<file path="src/rtl/tlc_pkg.sv">
// tlc_pkg: shared lamp/phase encodings and the phase-to-duration map for the tlc sequencer.
package tlc_pkg;
  typedef enum logic [1:0] {
    RED    = 2'b00,
    YELLOW = 2'b01,
    GREEN  = 2'b10
  } light_t;
  typedef enum logic [2:0] {
    ALLRED_B  = 3'd0,
    NS_GREEN  = 3'd1,
    NS_YELLOW = 3'd2,
    ALLRED_A  = 3'd3,
    EW_GREEN  = 3'd4,
    EW_YELLOW = 3'd5,
    PED_WALK  = 3'd6
  } phase_t;
  function automatic int unsigned phase_dur(phase_t p, int unsigned g, int unsigned y,
                                            int unsigned a, int unsigned w);
    return (p == NS_GREEN || p == EW_GREEN) ? g :
           (p == NS_YELLOW || p == EW_YELLOW) ? y :
           (p == PED_WALK) ? w : a;
  endfunction
endpackage

</file>
<file path="src/rtl/tlc_sequencer.sv">
// tlc_sequencer: traffic light phase FSM that drives the timer load/enable handshake.
//   clk, rst (sync active-low), tick (observation only), timer_out[N] (timer count),
//   ped_req (walk button) -> timer_load, timer_en, timer_init[N], ns_light, ew_light,
//   walk, phase. Optional pedestrian walk phase enabled by macro TLC_PED_EN.
module tlc_sequencer import tlc_pkg::*; #(
  parameter int unsigned N        = 4,
  parameter int unsigned GREEN_T  = 7,
  parameter int unsigned YELLOW_T = 2,
  parameter int unsigned ALLRED_T = 1,
  parameter int unsigned PED_T    = 5
) (
  input  logic         clk,
  input  logic         rst,
  input  logic         tick,
  input  logic [N-1:0] timer_out,
  input  logic         ped_req,
  output logic         timer_load,
  output logic         timer_en,
  output logic [N-1:0] timer_init,
  output logic [1:0]   ns_light,
  output logic [1:0]   ew_light,
  output logic         walk,
  output logic [2:0]   phase
);
  if (GREEN_T < 1 || GREEN_T >= (1 << N) || YELLOW_T < 1 || YELLOW_T >= (1 << N) ||
      ALLRED_T < 1 || ALLRED_T >= (1 << N) || PED_T < 1 || PED_T >= (1 << N)) begin : g_bad_dur
    $error("tlc_sequencer: every duration must be in 1..2^N-1");
  end
  phase_t phase_q, phase_d, grn_b, grn_a, ped_exit;
  logic ld_pend_q, run_q, adv;
  // run_q keeps load/en low for the reset-release cycle; the load is issued one cycle later.
  assign timer_load = run_q & ld_pend_q;
  assign timer_en   = run_q & ~ld_pend_q;
  // The stale count is ignored while the load is pending.
  assign adv        = run_q & ~ld_pend_q & (timer_out == '0);
  assign timer_init = N'(phase_dur(phase_q, GREEN_T, YELLOW_T, ALLRED_T, PED_T));
  assign phase      = phase_q;
`ifdef TLC_PED_EN
  logic ped_pending_q, next_dir_q;
  assign grn_b    = ped_pending_q ? PED_WALK : NS_GREEN;
  assign grn_a    = ped_pending_q ? PED_WALK : EW_GREEN;
  assign ped_exit = next_dir_q ? EW_GREEN : NS_GREEN;
  assign walk     = phase_q == PED_WALK;
`else
  assign grn_b    = NS_GREEN;
  assign grn_a    = EW_GREEN;
  assign ped_exit = ALLRED_B;
  assign walk     = 1'b0;
`endif
  always_comb begin
    phase_d  = phase_q == ALLRED_B  ? grn_b :
               phase_q == NS_GREEN  ? NS_YELLOW :
               phase_q == NS_YELLOW ? ALLRED_A :
               phase_q == ALLRED_A  ? grn_a :
               phase_q == EW_GREEN  ? EW_YELLOW :
               phase_q == PED_WALK  ? ped_exit : ALLRED_B;
    ns_light = phase_q == NS_GREEN ? GREEN : phase_q == NS_YELLOW ? YELLOW : RED;
    ew_light = phase_q == EW_GREEN ? GREEN : phase_q == EW_YELLOW ? YELLOW : RED;
  end
  always_ff @(posedge clk)
    if (!rst) begin
      phase_q   <= ALLRED_B;
      ld_pend_q <= 1'b1;
      run_q     <= 1'b0;
`ifdef TLC_PED_EN
      ped_pending_q <= 1'b0;
      next_dir_q    <= 1'b0;
`endif
    end else begin
      run_q <= 1'b1;
      if (run_q && ld_pend_q) ld_pend_q <= 1'b0;
      else if (adv) begin
        phase_q   <= phase_d;
        ld_pend_q <= 1'b1;
      end
`ifdef TLC_PED_EN
      // Requests arriving on walk entry or during the walk are dropped.
      if (adv && phase_d == PED_WALK) begin
        ped_pending_q <= 1'b0;
        next_dir_q    <= phase_q == ALLRED_A;
      end else if (ped_req && phase_q != PED_WALK) ped_pending_q <= 1'b1;
`endif
    end
endmodule
</file>
<file path="config.mk">
export PLATFORM = sky130hd
export DESIGN_NAME = tlc_sequencer
export DESIGN_NICKNAME = d
export VERILOG_FILES = /design/src/rtl/tlc_pkg.sv /design/src/rtl/tlc_sequencer.sv
export SDC_FILE = /design/constraint.sdc
export NUM_CORES = 1
export LEC_CHECK = 0
export ABC_AREA = 0
export CORE_AREA = 2 2 39 41
export CTS_BUF_LIST = sky130_fd_sc_hd__clkbuf_8
export DETAILED_ROUTE_END_ITERATION = 6
export DIE_AREA = 0 0 41 43
export SLEW_MARGIN = 20
export SYNTH_ARGS = -nofsm -noshare
export SYNTH_HDL_FRONTEND = slang
export SYNTH_SLANG_ARGS = --single-unit
</file>
<file path="constraint.sdc">
create_clock -name clk -period 4 [get_ports clk]
set_input_delay 1.2 -clock clk [delete_from_list [all_inputs] [get_ports clk]]
set_output_delay 1.2 -clock clk [all_outputs]
set_load 0.05 [all_outputs]
</file>
==> summary.md <==
The run finished with clean final reports. Once the floorplan was initialized, standard cells occupied 21.3% of the core. For this design, the CTS-stage hold fixing added 0 buffers.

The clock network accounts for 54.4% of the total power. Including well taps, the total number of placed cells is 69. In this run the mean area of a mapped cell was 7.98 µm².

STA classifies the critical path startpoint as a flip-flop. The first-pass iteration count of the detailed router was 4. For this design the ratio of total power to cell area is 319 nW/µm². 0 antenna diodes ended up in the layout. Clock tree synthesis inserted a total of 3 buffers.

The clock transition at the register clock pins on the worst setup and hold paths after CTS was 40 ps; the placed wire-length estimate after detailed placement was 539 µm. The number of antenna violations at the first check in global routing is 0. The tools report the relative slew slack as 66.5%.

The share of power burned in combinational logic is 13.9%, and the height of the die is 43 µm. The logs give 1940 ps for the signal arrival time at the worst endpoint and 0 for the number of max-slew violations in the final report. The final hold violation count is 0.

Wire segments on met2 add up to 299 µm in the final route. The setup fix buffers added after clock tree synthesis is 0, and the count of pins on the block boundary is 22. STA classifies the critical path endpoint as an output port. The die footprint was 1760 µm²; the slew at the pin with the worst max-slew slack was 501 ps. The detailed router placed 317 vias in this run. After routing, the total negative slack on setup checks comes to 0 ps. For the count of unique library cells instantiated by Yosys, the log shows 18.

Synthesis inferred 5 register bits. After detailed routing, the wire length on met1 is 289 µm. The cell count after synthesis came out at 37. The final layout contains routed wiring with a total length of 663 µm. The core footprint is 1380 µm², and the overall die width is 41 µm. The internal power contribution came out at 0.126 mW.

The number of nets in the layout was 66; the post-synthesis instance area was 295 µm². The number of gates given a new drive strength after cts is 0, and the count of port buffers added during placement is 17. In this run the power spent charging and discharging nets is 0.0391 mW. The pin count of the biggest net entering global routing is 10, and the combined global-route utilization of all metal layers is 9.97%. The final routed wire length divided by cell count is 9.08 µm, and the via density per instance is 4.34. Summed over all layers, the global routing overflow is 0.

The first global-routing pass estimated 1210 µm of wire. Between clock sinks in the finished design, the worst skew comes to 4.22 ps. The highest routed metal layer is met3. The tree is rooted in a clkbuf_8.

Net switching is 23.6% of the power. The final worst-path cycle share was 78.4%; the worst stage delay on the critical path was 790 ps. The tools report the via count of the first global-routing pass as 297. The tools report the number of H-tree branching levels as 1. The initialized floorplan defines 14 standard-cell rows. The maximum net fanout on the critical path came out at 7.

TritonCTS built the clock tree. For this run, the top clock speed supported by timing is 0.319 GHz. The tools report the placer congestion estimate as 0.768. Clock latency on the worst-skew pair, taken at its later pin, is 220 ps. Required time reported for the critical path endpoint: 2800 ps. The largest individual stage delay along the critical path comes from the cell clkdlybuf4s50_1. After layout, the minimum clock period comes to 3140 ps. The path class of the tightest hold or removal check is flip-flop to flip-flop. The share of the Yosys chip area taken by registers is 33.9%.

The detail route stage leaves a number of antenna-violating nets equal to 0. The number of setup violations in the final report came out at 0. No sink is reached through more buffers than the 2 on the longest clock path. The run gives 75 µm as the wire length on met3.

The critical path goes through nor3b_1 -> a21o_1 -> clkdlybuf4s50_1. The sequential cell fraction of total power was 31.7%. The tool flagged a number of max-cap violations equal to 0. The detailed router finished its first iteration with 11 violations. The clock drives 5 sinks. In the final layout, the share of cells above drive strength 1 is 10.5%. In the routed design, unresolved DRC markers number 0. The type of the worst setup path was flip-flop to output port. The synthesis-to-layout area growth was 75.8%; the leakage power was 0.205 nW. Setup repair after global routing left no endpoint under its margin. Across the VDD grid, the largest voltage drop is 0.220 mV. The Yosys step of the flow raised 0 warnings. The final cell count without fillers was 73.
-- metrics by stage --
stage | hold WS [ps] | utilization (%) | setup WS, ps | instance area, µm² | total power [mW]
floorplan | 451 | - | 141 | 299 | 0.0683
global placement | 472 | 34.3 | 1080 | 474 | 0.0761
detailed placement | 492 | 34.3 | 1090 | 474 | 0.0763
CTS | 502 | 37.5 | 844 | 519 | 0.168
global route | 549 | 37.5 | 683 | 519 | 0.175
finish | 494 | 37.5 | 864 | 519 | 0.165
-- layout by cell type, fill, tap and decap left out, drive strengths merged --
| cell type | n |
|---|---|
| and2 | 2 |
| inv | 3 |
| or4 | 1 |
| nor2 | 4 |
| xnor2 | 1 |
| or2 | 1 |
| clkbuf | 3 |
| mux2i | 1 |
| nand2b | 3 |
| o32ai | 1 |
| nor3b | 2 |
| clkdlybuf4s50 | 17 |
| a21o | 1 |
| dfxtp | 5 |
| o22ai | 1 |
| nand2 | 5 |
| nand3 | 2 |
| nor3 | 2 |
| conb | 2 |
-- Yosys cell counts --
| cell type | instances | share of area (%) |
|---|---|---|
| a21o_1 | 1 | 2.5 |
| and2_1 | 2 | 4.2 |
| buf_4 | 2 | 5.1 |
| conb_1 | 1 | 1.3 |
| dfxtp_1 | 5 | 34 |
| inv_1 | 2 | 2.5 |
| mux2i_1 | 1 | 3.4 |
| nand2_1 | 5 | 6.4 |
| nand2b_1 | 3 | 6.4 |
| nand3_1 | 2 | 3.4 |
| nor2_1 | 4 | 5.1 |
| nor3_1 | 2 | 3.4 |
| nor3b_1 | 2 | 5.1 |
| o22ai_1 | 1 | 2.1 |
| o32ai_2 | 1 | 5.5 |
| or2_4 | 1 | 3.0 |
| or4_4 | 1 | 3.8 |
| xnor2_1 | 1 | 3.0 |
-- power by group through the flow --
stage | logic, mW | registers [mW] | clock network (mW)
2_1_floorplan | 0.0150 | 0.0533 | 0
3_3_place_gp | 0.0230 | 0.0531 | 0
3_5_place_dp | 0.0232 | 0.0532 | 0
4_1_cts | 0.0232 | 0.0524 | 0.0925
5_1_grt | 0.0246 | 0.0526 | 0.0981
6_report | 0.0230 | 0.0524 | 0.0900
-- worst max-delay path, delay by kind of cell, from the launching register on --
| family | cells | cell delay, ps |
|---|---|---|
| DFF | 1 | 420 |
| buffers and inverters | 1 | 790 |
| AOI/OAI and AO/OA | 1 | 130 |
| and+or+nand+nor | 1 | 370 |
-- metal layers --
layer / up-vias / GRT usage [%]
met5: - / 0
met4: 0 / 2.00
met3: 0 / 6.28
met2: 16 / 14.4
met1: 139 / 12.3
li1: 162 / -
-- final cells by class --
cell class,instances,area [µm²]
clock buffers,3,41.3
well taps,16,20.0
repair buffers,17,170
flip-flops and latches,5,100
fillers,154,865
clock inverters,1,3.75
inverters,2,7.51
multi-input cells,29,176
-- registers in the layout, indices dropped and copies added, names as in the netlist --
signal	count
phase	3
run_q	1
ld_pend_q	1
-- logic make-up after synthesis --
family | Yosys count | share of synthesized area, %
other | 1 | 1.27
buffers and inverters | 4 | 7.63
AOI/OAI and AO/OA | 3 | 10.2
DFF | 5 | 33.9
and+or+nand+nor | 22 | 40.7
xor gates and xnor gates | 1 | 2.97
muxes | 1 | 3.39
-- final timing paths --
check,from,endpoint,slack (ps),depth (start not counted)
max,phase[0]$_SDFFE_PN0P_,timer_init[2],860,3
max reg2reg,ld_pend_q$_SDFFE_PN1P_,phase[2]$_SDFFE_PN0P_,2900,3
min reg2reg,ld_pend_q$_SDFFE_PN1P_,ld_pend_q$_SDFFE_PN1P_,490,2
min,ld_pend_q$_SDFFE_PN1P_,ld_pend_q$_SDFFE_PN1P_,490,2
(Power assumes the default switching activity.)
